==> config.mk <==
export PLATFORM = sky130hd
export DESIGN_NAME = mem_stage_flat
export DESIGN_NICKNAME = d
export VERILOG_FILES = /design/src/rtl/mem_stage_if.sv /design/src/rtl/mem_stage.sv /design/src/flat_wrapper.sv
export SDC_FILE = /design/constraint.sdc
export NUM_CORES = 1
export LEC_CHECK = 0
export BUFFER_PORTS_ARGS = -buffer_cell sky130_fd_sc_hd__buf_2
export CAP_MARGIN = 15
export CORE_ASPECT_RATIO = 0.75
export CORE_MARGIN = 4
export CORE_UTILIZATION = 46
export CTS_CLUSTER_SIZE = 30
export DETAILED_ROUTE_END_ITERATION = 12
export PLACE_DENSITY = 0.77
export REMOVE_ABC_BUFFERS = 1
export SLEW_MARGIN = 5
export SYNTH_ARGS = -nofsm -noshare
export SYNTH_HDL_FRONTEND = slang
export SYNTH_SLANG_ARGS = --single-unit
==> constraint.sdc <==
create_clock -name clk_i -period 7.55 [get_ports clk_i]
set_input_delay 1.51 -clock clk_i [delete_from_list [all_inputs] [get_ports clk_i]]
set_output_delay 1.51 -clock clk_i [all_outputs]
set_load 0.01 [all_outputs]
==> src/rtl/mem_stage_if.sv <==
// mem_stage_if: groups the memory-stage traffic into one bundle.
//   x_*    : instruction handed over from decode/execute (valid/ready)
//   dmem_* : request/grant/response data-memory port
//   wb_*   : retire port toward write-back, plus misalign_o pulse
// Modports:
//   slave  : the memory stage itself
//   master : the surrounding environment (upstream, memory, write-back)
interface mem_stage_if #(parameter int XLEN = 64);
  logic            x_valid_i;
  logic            x_ready_o;
  logic [XLEN-1:0] alu_result_i;
  logic [XLEN-1:0] store_data_i;
  logic [2:0]      funct3_i;
  logic [2:0]      op_type_i;
  logic [4:0]      rd_i;
  logic            rd_we_i;

  logic            dmem_req_o;
  logic            dmem_we_o;
  logic [XLEN-1:0] dmem_addr_o;
  logic [XLEN-1:0] dmem_wdata_o;
  logic [7:0]      dmem_be_o;
  logic            dmem_gnt_i;
  logic            dmem_rvalid_i;
  logic [XLEN-1:0] dmem_rdata_i;

  logic            wb_valid_o;
  logic            wb_we_o;
  logic [4:0]      wb_rd_o;
  logic [XLEN-1:0] wb_data_o;
  logic            misalign_o;

  modport slave (
    input  x_valid_i, alu_result_i, store_data_i, funct3_i, op_type_i, rd_i, rd_we_i,
    input  dmem_gnt_i, dmem_rvalid_i, dmem_rdata_i,
    output x_ready_o,
    output dmem_req_o, dmem_we_o, dmem_addr_o, dmem_wdata_o, dmem_be_o,
    output wb_valid_o, wb_we_o, wb_rd_o, wb_data_o, misalign_o
  );

  modport master (
    output x_valid_i, alu_result_i, store_data_i, funct3_i, op_type_i, rd_i, rd_we_i,
    output dmem_gnt_i, dmem_rvalid_i, dmem_rdata_i,
    input  x_ready_o,
    input  dmem_req_o, dmem_we_o, dmem_addr_o, dmem_wdata_o, dmem_be_o,
    input  wb_valid_o, wb_we_o, wb_rd_o, wb_data_o, misalign_o
  );
endinterface

==> src/rtl/mem_stage.sv <==
// mem_stage: memory-access stage of the 64-bit RISC-V pipeline.
// Non-memory ops retire one cycle after accept; loads/stores are sequenced
// over the dmem request/grant/response port while x_ready_o stalls upstream.
// Ports:
//   clk_i   : clock, rising edge
//   reset_i : asynchronous active-high reset
//   bus     : mem_stage_if.slave (x_* upstream, dmem_* memory, wb_* retire)
//
// state | meaning
// IDLE  | ready for a new instruction; non-mem/bad accesses retire from here
// REQ   | dmem_req_o high, attributes held from latched registers until grant
// WAIT  | load granted, waiting for dmem_rvalid_i
module mem_stage #(
  parameter int XLEN = 64
) (
  input logic        clk_i,
  input logic        reset_i,
  mem_stage_if.slave bus
);

  typedef enum logic [1:0] {IDLE, REQ, WAIT} stateT;

  stateT           state;
  logic [XLEN-1:0] addrQ;
  logic [XLEN-1:0] storeDataQ;
  logic [2:0]      funct3Q;
  logic            isStoreQ;
  logic [4:0]      rdQ;
  logic            rdWeQ;

  logic            wbValid;
  logic            wbWe;
  logic [4:0]      wbRd;
  logic [XLEN-1:0] wbData;
  logic            misalign;

  // Incoming access classification (from the x_* inputs, feeds registers only)
  logic            inIsLoad;
  logic            inIsStore;
  logic [2:0]      inSizeMask;
  logic            inBad;

  always_comb begin
    inIsLoad  = (bus.op_type_i == 3'd2);
    inIsStore = (bus.op_type_i == 3'd3);
    case (bus.funct3_i[1:0])
      2'b00:   inSizeMask = 3'b000;
      2'b01:   inSizeMask = 3'b001;
      2'b10:   inSizeMask = 3'b011;
      default: inSizeMask = 3'b111;
    endcase
    inBad = (bus.funct3_i == 3'b111)
         || (inIsStore && bus.funct3_i[2])
         || ((bus.alu_result_i[2:0] & inSizeMask) != 3'b000);
  end

  // dmem attributes decoded purely from latched registers
  logic [2:0]      offQ;
  logic [7:0]      beQ;
  logic [XLEN-1:0] wdataQ;

  assign offQ = addrQ[2:0];

  always_comb begin
    case (funct3Q[1:0])
      2'b00: begin
        beQ    = 8'b0000_0001 << offQ;
        wdataQ = {8{storeDataQ[7:0]}};
      end
      2'b01: begin
        beQ    = 8'b0000_0011 << offQ;
        wdataQ = {4{storeDataQ[15:0]}};
      end
      2'b10: begin
        beQ    = 8'b0000_1111 << offQ;
        wdataQ = {2{storeDataQ[31:0]}};
      end
      default: begin
        beQ    = 8'hFF;
        wdataQ = storeDataQ;
      end
    endcase
  end

  // Load lane extraction: move the addressed lane down to bit 0, then extend
  logic [XLEN-1:0] laneShifted;
  logic [XLEN-1:0] loadData;

  assign laneShifted = bus.dmem_rdata_i >> {offQ, 3'b000};

  always_comb begin
    case (funct3Q)
      3'b000:  loadData = {{56{laneShifted[7]}},  laneShifted[7:0]};
      3'b001:  loadData = {{48{laneShifted[15]}}, laneShifted[15:0]};
      3'b010:  loadData = {{32{laneShifted[31]}}, laneShifted[31:0]};
      3'b100:  loadData = {56'd0, laneShifted[7:0]};
      3'b101:  loadData = {48'd0, laneShifted[15:0]};
      3'b110:  loadData = {32'd0, laneShifted[31:0]};
      default: loadData = laneShifted;
    endcase
  end

  always_ff @(posedge clk_i or posedge reset_i) begin
    if (reset_i) begin
      state      <= IDLE;
      addrQ      <= '0;
      storeDataQ <= '0;
      funct3Q    <= '0;
      isStoreQ   <= 1'b0;
      rdQ        <= '0;
      rdWeQ      <= 1'b0;
      wbValid    <= 1'b0;
      wbWe       <= 1'b0;
      wbRd       <= '0;
      wbData     <= '0;
      misalign   <= 1'b0;
    end else begin
      wbValid  <= 1'b0;
      wbWe     <= 1'b0;
      misalign <= 1'b0;
      case (state)
        IDLE: begin
          if (bus.x_valid_i) begin
            addrQ      <= bus.alu_result_i;
            storeDataQ <= bus.store_data_i;
            funct3Q    <= bus.funct3_i;
            isStoreQ   <= inIsStore;
            rdQ        <= bus.rd_i;
            rdWeQ      <= bus.rd_we_i;
            if (!(inIsLoad || inIsStore)) begin
              wbValid <= 1'b1;
              wbWe    <= bus.rd_we_i && (bus.rd_i != 5'd0);
              wbRd    <= bus.rd_i;
              wbData  <= bus.alu_result_i;
            end else if (inBad) begin
              wbValid  <= 1'b1;
              wbRd     <= bus.rd_i;
              misalign <= 1'b1;
            end else begin
              state <= REQ;
            end
          end
        end
        REQ: begin
          if (bus.dmem_gnt_i) begin
            if (isStoreQ) begin
              wbValid <= 1'b1;
              wbRd    <= rdQ;
              state   <= IDLE;
            end else begin
              state <= WAIT;
            end
          end
        end
        WAIT: begin
          if (bus.dmem_rvalid_i) begin
            wbValid <= 1'b1;
            wbWe    <= rdWeQ && (rdQ != 5'd0);
            wbRd    <= rdQ;
            wbData  <= loadData;
            state   <= IDLE;
          end
        end
        default: state <= IDLE;
      endcase
    end
  end

  assign bus.x_ready_o    = (state == IDLE);
  assign bus.dmem_req_o   = (state == REQ);
  assign bus.dmem_we_o    = (state == REQ) && isStoreQ;
  assign bus.dmem_addr_o  = {addrQ[XLEN-1:3], 3'b000};
  assign bus.dmem_be_o    = beQ;
  assign bus.dmem_wdata_o = wdataQ;

  assign bus.wb_valid_o = wbValid;
  assign bus.wb_we_o    = wbWe;
  assign bus.wb_rd_o    = wbRd;
  assign bus.wb_data_o  = wbData;
  assign bus.misalign_o = misalign;

endmodule

==> src/flat_wrapper.sv <==
// flat-port wrapper written by rule: the top's interface ports become plain ports
module mem_stage_flat 
#(
  parameter int XLEN = 64
)
  (clk_i, reset_i, bus_x_valid_i, bus_alu_result_i, bus_store_data_i, bus_funct3_i, bus_op_type_i, bus_rd_i, bus_rd_we_i, bus_dmem_gnt_i, bus_dmem_rvalid_i, bus_dmem_rdata_i, bus_x_ready_o, bus_dmem_req_o, bus_dmem_we_o, bus_dmem_addr_o, bus_dmem_wdata_o, bus_dmem_be_o, bus_wb_valid_o, bus_wb_we_o, bus_wb_rd_o, bus_wb_data_o, bus_misalign_o);
  mem_stage_if #(.XLEN(XLEN)) bus_i ();
  input logic clk_i;
  input logic reset_i;
  input wire logic [$bits(bus_i.x_valid_i)-1:0] bus_x_valid_i;
  input wire logic [$bits(bus_i.alu_result_i)-1:0] bus_alu_result_i;
  input wire logic [$bits(bus_i.store_data_i)-1:0] bus_store_data_i;
  input wire logic [$bits(bus_i.funct3_i)-1:0] bus_funct3_i;
  input wire logic [$bits(bus_i.op_type_i)-1:0] bus_op_type_i;
  input wire logic [$bits(bus_i.rd_i)-1:0] bus_rd_i;
  input wire logic [$bits(bus_i.rd_we_i)-1:0] bus_rd_we_i;
  input wire logic [$bits(bus_i.dmem_gnt_i)-1:0] bus_dmem_gnt_i;
  input wire logic [$bits(bus_i.dmem_rvalid_i)-1:0] bus_dmem_rvalid_i;
  input wire logic [$bits(bus_i.dmem_rdata_i)-1:0] bus_dmem_rdata_i;
  output wire logic [$bits(bus_i.x_ready_o)-1:0] bus_x_ready_o;
  output wire logic [$bits(bus_i.dmem_req_o)-1:0] bus_dmem_req_o;
  output wire logic [$bits(bus_i.dmem_we_o)-1:0] bus_dmem_we_o;
  output wire logic [$bits(bus_i.dmem_addr_o)-1:0] bus_dmem_addr_o;
  output wire logic [$bits(bus_i.dmem_wdata_o)-1:0] bus_dmem_wdata_o;
  output wire logic [$bits(bus_i.dmem_be_o)-1:0] bus_dmem_be_o;
  output wire logic [$bits(bus_i.wb_valid_o)-1:0] bus_wb_valid_o;
  output wire logic [$bits(bus_i.wb_we_o)-1:0] bus_wb_we_o;
  output wire logic [$bits(bus_i.wb_rd_o)-1:0] bus_wb_rd_o;
  output wire logic [$bits(bus_i.wb_data_o)-1:0] bus_wb_data_o;
  output wire logic [$bits(bus_i.misalign_o)-1:0] bus_misalign_o;
  assign bus_i.x_valid_i = bus_x_valid_i;
  assign bus_i.alu_result_i = bus_alu_result_i;
  assign bus_i.store_data_i = bus_store_data_i;
  assign bus_i.funct3_i = bus_funct3_i;
  assign bus_i.op_type_i = bus_op_type_i;
  assign bus_i.rd_i = bus_rd_i;
  assign bus_i.rd_we_i = bus_rd_we_i;
  assign bus_i.dmem_gnt_i = bus_dmem_gnt_i;
  assign bus_i.dmem_rvalid_i = bus_dmem_rvalid_i;
  assign bus_i.dmem_rdata_i = bus_dmem_rdata_i;
  assign bus_x_ready_o = bus_i.x_ready_o;
  assign bus_dmem_req_o = bus_i.dmem_req_o;
  assign bus_dmem_we_o = bus_i.dmem_we_o;
  assign bus_dmem_addr_o = bus_i.dmem_addr_o;
  assign bus_dmem_wdata_o = bus_i.dmem_wdata_o;
  assign bus_dmem_be_o = bus_i.dmem_be_o;
  assign bus_wb_valid_o = bus_i.wb_valid_o;
  assign bus_wb_we_o = bus_i.wb_we_o;
  assign bus_wb_rd_o = bus_i.wb_rd_o;
  assign bus_wb_data_o = bus_i.wb_data_o;
  assign bus_misalign_o = bus_i.misalign_o;
  mem_stage #(.XLEN(XLEN)) u_core (.clk_i(clk_i), .reset_i(reset_i), .bus(bus_i));
endmodule
# --- Yosys cells after proc, flatten, opt, wreduce, memory -nomap -nowiden ---
# Cells that the tools add are included.
word_totals:
  ff_bits: 212
  out_inout_bits: 211
  wordCells: 95
op_classes:
  n_eq_ne: 22
  shift: 4
  muxes: 36
  bitwise: 1
  n_reduce_logical: 20
ops:
  columns: ["op", "n"]
  rows:
  - ["$pmux W64 S6", 1]
  - ["$mux W64", 3]
  - ["$pmux W64 S3", 1]
  - ["$pmux W64 S2", 1]
  - ["$shr A64 B6 Y64", 1]
  - ["$mux W5", 6]
  - ["$pmux W8 S3", 1]
  - ["$pmux W5 S3", 1]
  - ["$eq A3 B3 Y1 const B", 4]
  - ["$mux W1", 12]
  - ["$mux W2", 6]
  - ["$ne A2 B2 Y1 const B", 5]
  - ["$reduce_bool A5 Y1", 2]
  - ["$eq A3 B2 Y1 const B", 3]
  - ["$pmux W3 S3", 1]
  - ["$shl A1 B3 Y8 const A", 1]
  - ["$shl A2 B3 Y8 const A", 1]
  - ["$shl A4 B3 Y8 const A", 1]
  - ["$eq A2 B1 Y1 const B", 3]
  - ["$eq A2 B2 Y1 const B", 3]
  - ["$logic_not A2 Y1", 3]
  - ["$pmux W2 S3", 1]
  - ["$reduce_and A6 Y1", 1]
  - ["$reduce_bool A3 Y1", 2]
  - ["13 further kinds", 19]

# --- Longest topological paths before layout ---
# Gate-level depths: netlist of the first run.
depth:
  depth_word: 9
  depth_mapped: 10
  depth_no_buf: 7

# --- Worst setup path after synthesis of the first run ---
# No wires, ideal clock.
synth_timing:
  path_kind: "reg-to-output"
  startpoint: "reg u_core.addrQ[1]"
  endpoint: "out bus_dmem_be_o[3]"
  arrival_ns: 1.898
  required_ns: 6.040
  slack_ns: 4.142
  path_stages_with_launch: 8
  cell_sequence: "dfrtp_1 -> buf_6 -> buf_2 -> buf_2 -> buf_2 -> clkbuf_1 -> o21ai_0 -> o21ai_0"
synth_between:
  elab_chain_cells: 2
  elab_cells_between_ends: 4
  cone_classes: "shift: 3; mux: 1"
synth_rtl:
  columns: ["element", "line_no", "rtl"]
  rows:
  - ["start, declared", "mem_stage.sv:24", "logic [XLEN-1:0] addrQ;"]
  - ["start signal, assigned", "mem_stage.sv:124", "addrQ <= bus.alu_result_i;"]
  - ["$shl A4 B3 Y8 (tied with other cells)", "mem_stage.sv:75", "beQ = 8'b0000_1111 << offQ;"]
  - ["$pmux W8 S3 *", "mem_stage.sv:65", "case (funct3Q[1:0])"]
  - ["end, declared", "flat_wrapper.sv:25", "output wire logic [$bits(bus_i.dmem_be_o)-1:0] bus_dmem_be_o;"]
# Mark *: on every way between the ends. The rest lies on a longest branch, timed or not.

# --- Worst setup path after layout of the first run ---
layout_timing:
  startpoint: "reg u_core.addrQ[2]"
  endpoint: "out bus_dmem_be_o[7]"
# The elaborated chain is that of the path after synthesis.

==> reports/results.ini, run 1 <==
[critical_path]
arrival_ns=2.94
critPathLaunchType=flop
cp-end-kind=primary output
cp.required_ns=6.04
crit_type=flop to primary output
critPathMaxFanout=32

[pwr]
leakagePower_nw=6.91
power.density_nw_per_um2=519
sw_frac_of_total_pct=44.5
p_total_mw=7.53
intPower_mw=4.18
p_comb_share_pct=56.2
ir_drop_v=0.000305
seqPwrFrac_pct=29.3
p_clk_share_pct=14.5
switching_power_mw=3.35

[clock_tree]
cts.sinks=212
post_cts_resize_count=0
cts_tree=done
cts_made_buffers=23
worst_skew_pair.late_latency_ns=0.52
post-cts-setup-buffers=0
clock_path_buffers=3
holdBufCountCts=0
cts.clk_slew.worst_paths_ns=0.07
htreeDepth=1
cts_root_buffer=clkbuf_16

[yosys]
synth_commonest_cells=212 x dfrtp_1, 154 x mux2_2, 103 x nor2_1
avgSynthCellArea_um2=10.8
synth-seq-cells=212
yosys.area.top_type=dfrtp_1
synth.most_common_cell=dfrtp_1
ys_types=53
ys.warnings.count=0
async_flop_share_pct=100
dominantRegCellSynth=dfrtp_1
yosysTopAreaCellShare_pct=44.1
synthTopCellsByArea=dfrtp_1 44%, mux2_2 14%, mux2i_1 4.7%
synth_edf_count=0
netlist_instances=1113
synth_area_um2=12000
yosysSeqAreaShare_pct=44.1

[placement]
gp_congestion=0.883
hpwl_mm=30.3
port_buffers=416

[drt]
drcViolationCount=0
drt-wirelength-per-cell_um=24.0
ant_nets=0
drt-initial-drc-count=802
drt-vias-per-instance=5.96
drtPass1Iterations=7
num_vias=10500
drt-total-wl_mm=42.5

[floorplanning]
die_h_um=148
die_w_um=195
core_area_um2=25300
ios=420
start_util_pct=47.5
dieArea_um2=28800
rows=50

[global_route]
met3_usage_pct=7.27
grt_max_degree=138
top_usage_layer=met2
grt_use_met1_pct=35.8
antenna_found_initial=1
grt_pass1_vias=10600
track_usage_pct=27.9
grt_pass1_wl_mm=63.7
grt.met2_usage_pct=47.3
overflow=0

[timing]
tns_ns=0
max_slew_margin_pct=23.5
finClkSkew_ns=0.0210
final-setup-viol-count=0
tightest_slew_ns=1.14
min_period_over_period_pct=58.9
drv_slew=0
hold_viol_final=0
rsz0062_at_grt=no
finalCriticalPeriod_ns=4.45
fmax_ghz=0.225

[final_layout]
fin_nets=1633
drive_above_1_share_pct=46.7
syn_to_final_growth_pct=20.5
n_fill_cell=2171

[status]
status=complete, no violations

[hold_path]
hp-class=flop to flop

[run]
max_cap_violations=0

[worst max-delay path, stage by stage, from the launching register on]
cell	delay [ns]
dfrtp_2	0.72
buf_4	0.51
inv_1	0.33
o21ai_0	0.59
buf_2	0.25
[layout by cell type, fill, tap and decap left out, types with 23 or more instances in the layout]
master / n
a21o_1: 26
mux2_2: 154
clkbuf_16: 23
nor2_1: 103
dfrtp_1: 209
nand2_1: 47
o21ai_0: 32
nor3_1: 53
buf_2: 416
inv_1: 23
a211oi_1: 37
mux2i_1: 57
[power groups by stage]
stage | combinational [mW] | sequential, mW | clock (mW)
2_1_floorplan | 2.52 | 2.31 | 0
3_3_place_gp | 4.14 | 2.18 | 0
5_1_grt | 4.56 | 2.27 | 1.16
6_report | 4.23 | 2.20 | 1.09
3_5_place_dp | 4.23 | 2.20 | 0
4_1_cts | 4.25 | 2.19 | 1.12
[sequential cells by signal (all words and copies together) (netlist names)]
register	cells
u_core.bus.wb_valid_o	1
u_core.bus.wb_rd_o	5
u_core.rdWeQ	1
u_core.state	2
u_core.storeDataQ	64
u_core.bus.wb_data_o	64
u_core.addrQ	64
u_core.bus.misalign_o	1
u_core.funct3Q	3
u_core.rdQ	5
u_core.bus.wb_we_o	1
u_core.isStoreQ	1
[routing by layer]
metal  vias up  wire length [µm]
met5         -                 7
met4         2              1340
met3        85              4060
met2       593             20300
met1      5246             16800
li1       4615                 -
[area by class of cell]
class / count / area, µm² / area share (%)
multi-input combinational: 724 / 5770 / 39.8
sequential: 212 / 5310 / 36.6
timing repair buffer: 430 / 2190 / 15.1
clock buffer: 30 / 642 / 4.42
tap: 338 / 423 / 2.92
inverter: 24 / 97.6 / 0.673
clock inverter: 8 / 67.6 / 0.466
antenna: 2 / 5.00 / 0.0345
[kinds of logic (layout without fill, tap and decap cells)]
| kind of cell | count (synthesis) | in the layout | share of synthesized area [%] |
|---|---|---|---|
| flops | 212 | 212 | 44.1 |
| fa+ha+maj | 9 | 9 | 0.936 |
| compound gates | 239 | 239 | 15.4 |
| buf+inv | 179 | 492 | 8.23 |
| mux | 227 | 227 | 21.9 |
| simple gates | 246 | 246 | 9.35 |
| other cells | 1 | 5 | 0.0312 |
[final timing paths]
path                       cells after the start                    start  slack [ns]                  endpoint
min reg2reg                                    1  u_core.bus.wb_data_o[8]        0.48   u_core.bus.wb_data_o[8]
min                                            1  u_core.bus.wb_data_o[8]        0.48   u_core.bus.wb_data_o[8]
max                                            4          u_core.addrQ[2]        3.10          bus_dmem_be_o[7]
max reg2reg                                    7        u_core.funct3Q[0]        3.90  u_core.bus.wb_data_o[31]
min in group asynchronous                      2                  reset_i        1.15          u_core.addrQ[63]
max in group asynchronous                      3                  reset_i        4.59           u_core.addrQ[0]
[per-stage QoR]
stage / utilization, % / setup WS, ns / hold slack, ns / std cells / instance area [µm²]
2_1_floorplan: - / 0.246 / 0.479 / 960 / 11100
3_3_place_gp: 54.4 / 3.65 / 0.458 / 1727 / 13800
3_5_place_dp: 54.4 / 3.57 / 0.460 / 1727 / 13800
4_1_cts: 57.2 / 3.01 / 0.476 / 1765 / 14500
5_1_grt: 57.2 / 3.01 / 0.491 / 1766 / 14500
6_report: 57.3 / 3.10 / 0.475 / 1768 / 14500
(Power assumes the default switching activity.)
==> inputs of run 2 (changes only) <==
==> constraint.sdc (replaced) <==
create_clock -name clk_i -period 4 [get_ports clk_i]
set_input_delay 0.8 -clock clk_i [delete_from_list [all_inputs] [get_ports clk_i]]
set_output_delay 0.8 -clock clk_i [all_outputs]
set_load 0.01 [all_outputs]
==> reports/results.ini, run 2 (same netlist as run 1, synthesis figures left out) <==
[clock_tree]
cts_made_buffers=23
post-cts-setup-buffers=0
cts_tree=done
cts.sinks=212
clock_path_buffers=3
post_cts_resize_count=0
cts.clk_slew.worst_paths_ns=0.06
worst_skew_pair.late_latency_ns=0.53
cts_root_buffer=clkbuf_16
htreeDepth=1
holdBufCountCts=0

[run]
max_cap_violations=0

[floorplanning]
ios=420
start_util_pct=47.5
dieArea_um2=28800
rows=50
die_w_um=195
die_h_um=148
core_area_um2=25300

[timing]
fmax_ghz=0.282
final-setup-viol-count=0
drv_slew=0
tns_ns=0
tightest_slew_ns=0.995
finalCriticalPeriod_ns=3.55
max_slew_margin_pct=33.3
hold_viol_final=0
holdWs_ns=0.422
finClkSkew_ns=0.0118
rsz0062_at_grt=no
min_period_over_period_pct=88.6

[final_layout]
final_cells=1779
final_area_um2=14700
layout_commonest_cell=buf_2
syn_to_final_growth_pct=22.2
fin_nets=1640
n_fill_cell=2137
final_cell_mix=416 x buf_2, 209 x dfrtp_1, 154 x mux2_2
fin_util_pct=58.0
drive_above_1_share_pct=47.0

[drt]
drtPass1Iterations=6
drcViolationCount=0
ant_nets=0
drt-total-wl_mm=42.5
num_vias=10500
drt-vias-per-instance=5.93
drt-wirelength-per-cell_um=23.9
drt-initial-drc-count=879

[status]
status=complete, no violations

[placement]
gp_congestion=0.891
placed_cell_area_um2=13900
port_buffers=416
hpwl_mm=30.6
dp_cells=1735

[critical_path]
crit_buf_inv=2
cp.depth=6
crit_type=flop to primary output
rr_worst_depth=6
slowest_delay_ns=0.61
worst_path_max_delay_cell=nor2_1
r2r-start=u_core.funct3Q[1]
cp.required_ns=3.20
arrival_ns=2.75
cp-end-kind=primary output
cp_cell_sequence=inv_1, ha_1, nor3_1, nor2_1, a22o_1, buf_2
startpoint=u_core.funct3Q[1]
critPathMaxFanout=12
crit_family=simple AND/OR/NAND/NOR gates
critPathLaunchType=flop

[pwr]
leakagePower_nw=7.01
p_clk_share_pct=16.2
ir_drop_v=0.000911
seqPwrFrac_pct=28.2
intPower_mw=8.19
sw_frac_of_total_pct=43.8
power.density_nw_per_um2=991
p_comb_share_pct=55.6
switching_power_mw=6.39

[global_route]
overflow=0
antenna_found_initial=1
grt_pass1_wl_mm=65.0
track_usage_pct=28.5
grt_max_degree=139
grt_pass1_vias=10800

[hold_path]
hp-class=primary input to async pin

-- run 2: cell count changes in the layout (fill, tap and decap cells not counted), sizes merged --
cell and delta:
clkinv -1, clkbuf -1, inv +2, bufinv +4, buf +7
-- run 2: power by group through the flow --
stage,sequential (mW),clock [mW],combinational (mW)
finish,4.11,2.36,8.10
global route,4.23,2.49,8.74
CTS,4.09,2.40,8.15
detailed placement,4.11,0,8.09
global placement,4.06,0,7.94
floorplan,4.37,0,4.75
-- run 2: area by class of cell --
cell class / count / area, µm² / share of cell area (%)
timing repair buffer: 437 / 2280 / 15.5
sequential: 212 / 5310 / 36.1
clock inverter: 13 / 203 / 1.38
multi-input combinational: 724 / 5770 / 39.3
antenna: 2 / 5.00 / 0.0340
clock buffer: 29 / 618 / 4.20
tap: 338 / 423 / 2.88
inverter: 24 / 97.6 / 0.664
-- run 2: stage by stage --
step / total power, mW / setup WS, ns
floorplan: 9.11 / -2.59
global placement: 12.0 / 1.05
detailed placement: 12.2 / 0.991
CTS: 14.6 / 0.391
global route: 15.5 / 0.287
finish: 14.6 / 0.454
-- run 2: metal layers --
| metal | part of all wire (%) | wire length, µm | track usage [%] |
|---|---|---|---|
| met1 | 39 | 16500 | 36.3 |
| met2 | 48 | 20500 | 48.3 |
| met3 | 9.5 | 4030 | 7.52 |
| met4 | 3.3 | 1420 | 8.69 |
| met5 | 0.016 | 7 | 0 |
-- run 2: worst register-to-register path, cell delays in order (launching register included) --
cell and delay [ns]:
dfrtp_1 0.42, ha_2 0.51, or2_2 0.60, nand2_1 0.58
nor2_1 0.42, a221oi_1 0.13, a211oi_1 0.27
-- run 2: worst paths after layout --
check / slack, ns / to
min in group clk_i: 0.48 / u_core.bus.wb_data_o[8]
max: 0.45 / bus_dmem_wdata_o[32]
max in group asynchronous: 2.71 / u_core.storeDataQ[57]
min: 0.42 / u_core.bus.wb_data_o[6]
max reg2reg: 1.00 / u_core.bus.wb_data_o[31]
min reg2reg: 0.48 / u_core.bus.wb_data_o[8]
==> inputs of run 3 (changes only) <==
--- a/config.mk
+++ b/config.mk
@@ -7,12 +7,14 @@
 export LEC_CHECK = 0
 export BUFFER_PORTS_ARGS = -buffer_cell sky130_fd_sc_hd__buf_2
 export CAP_MARGIN = 15
+export CELL_PAD_IN_SITES_DETAIL_PLACEMENT = 0
+export CELL_PAD_IN_SITES_GLOBAL_PLACEMENT = 1
 export CORE_ASPECT_RATIO = 0.75
 export CORE_MARGIN = 4
-export CORE_UTILIZATION = 46
+export CORE_UTILIZATION = 35
 export CTS_CLUSTER_SIZE = 30
 export DETAILED_ROUTE_END_ITERATION = 12
-export PLACE_DENSITY = 0.77
+export PLACE_DENSITY = 0.78
 export REMOVE_ABC_BUFFERS = 1
 export SLEW_MARGIN = 5
 export SYNTH_ARGS = -nofsm -noshare
==> reports/results.ini, run 3 (same netlist as run 1, synthesis figures left out) <==
[clock_tree]
post-cts-setup-buffers=0
clock_path_buffers=3
cts_tree=done
post_cts_resize_count=0
worst_skew_pair.late_latency_ns=0.54
htreeDepth=1
cts.sinks=212
holdBufCountCts=0
cts_made_buffers=25
cts.clk_slew.worst_paths_ns=0.06
cts_root_buffer=clkbuf_16

[final_layout]
drive_above_1_share_pct=47.3
fin_nets=1644
fin_util_pct=44.1
final_cell_mix=416 x buf_2, 209 x dfrtp_1, 154 x mux2_2
n_fill_cell=3264
layout_commonest_cell=buf_2
syn_to_final_growth_pct=23.8

[critical_path]
crit_buf_inv=2
r2r_slack_ns=1.29
rr_worst_depth=7
cp-end-kind=primary output
crit_type=flop to primary output
cp.required_ns=3.20
r2r-start=u_core.addrQ[1]
cp_cell_sequence=inv_1, ha_1, nor3_1, nor2_1, a22o_1, buf_2
cp.depth=6
arrival_ns=2.76
critPathMaxFanout=12
critPathLaunchType=flop
worst_path_max_delay_cell=nor2_1
slowest_delay_ns=0.69
crit_family=simple AND/OR/NAND/NOR gates
reg2reg_to=u_core.bus.wb_data_o[59]

[timing]
finalCriticalPeriod_ns=3.56
holdWs_ns=0.433
final-setup-viol-count=0
drv_slew=0
tightest_slew_ns=0.919
max_slew_margin_pct=38.7
finClkSkew_ns=0.0142
rsz0062_at_grt=no
min_period_over_period_pct=89.0
hold_viol_final=0
fmax_ghz=0.281

[floorplanning]
die_w_um=222
die_h_um=169
rows=58
dieArea_um2=37400
core_area_um2=33700
start_util_pct=35.7
ios=420

[placement]
hpwl_mm=32.2
port_buffers=416
gp_congestion=0.857

[drt]
num_vias=10300
drcViolationCount=0
ant_nets=0
drtPass1Iterations=5
drt-initial-drc-count=744
drt-wirelength-per-cell_um=23.2
drt-total-wl_mm=44.1
drt-vias-per-instance=5.41

[run]
max_cap_violations=0

[status]
status=complete, no violations

[pwr]
power.density_nw_per_um2=972
ir_drop_v=0.000507
leakagePower_nw=7.01

[global_route]
grt_max_degree=112
grt_pass1_wl_mm=66.2
overflow=0
track_usage_pct=22.6
grt_pass1_vias=10600
antenna_found_initial=9

[hold_path]
hp-class=primary input to async pin

run 3: worst max path at each step:
stage,startpoint,to,slack [ns]
after floorplan,reset_i,u_core.addrQ[0],-2.59
after global placement,u_core.funct3Q[0],bus_dmem_wdata_o[35],1.07
after detailed placement,u_core.funct3Q[1],bus_dmem_wdata_o[41],1.01
after CTS,u_core.funct3Q[1],bus_dmem_wdata_o[41],0.39
after global routing,u_core.funct3Q[1],bus_dmem_wdata_o[49],0.32
final,u_core.funct3Q[1],bus_dmem_wdata_o[35],0.44
run 3: cell type report:
class | instances | area [µm²] | area share [%]
clock inverter | 10 | 108 | 0.723
sequential | 212 | 5310 | 35.6
antenna | 6 | 15.0 | 0.101
inverter | 24 | 97.6 | 0.655
tap | 450 | 563 | 3.78
multi-input combinational | 724 | 5790 | 38.9
timing repair buffer | 439 | 2300 | 15.5
clock buffer | 34 | 709 | 4.76
run 3: worst reg2reg max path: stages, from the launching register on:
cell and delay (ns):
dfrtp_2 0.62, buf_4 0.45, inv_1 0.25, a221o_1 0.36, and4_1 0.22, nor4_4 0.15, buf_4 0.39, a211oi_1 0.15
run 3: through the flow:
step | std cells | setup WS, ns | area, µm² | power [mW] | TNS (ns)
floorplan | 960 | -2.59 | 11100 | 9.11 | -638.25
global placement | 1849 | 1.07 | 14100 | 12.1 | 0
detailed placement | 1849 | 1.01 | 14100 | 12.2 | 0
CTS | 1893 | 0.392 | 14900 | 14.6 | 0
global route | 1899 | 0.316 | 14900 | 15.5 | 0
finish | 1899 | 0.440 | 14900 | 14.5 | 0
run 3: where the power goes:
group	total, mW	switching (mW)	internal, mW	leakage (nW)
combinational	8.11	4.59	3.53	4.16
clock	2.32	0.952	1.37	0.397
sequential	4.04	0.799	3.24	2.46
run 3: per-layer routing:
metal  vias up  routed length [µm]  global-route usage (%)
met5         -                  36                       0
li1       4646                   -                       -
met2       411               20700                    36.4
met4         6                1130                    6.60
met1      5155               19100                    30.5
met3        62                3190                    5.58
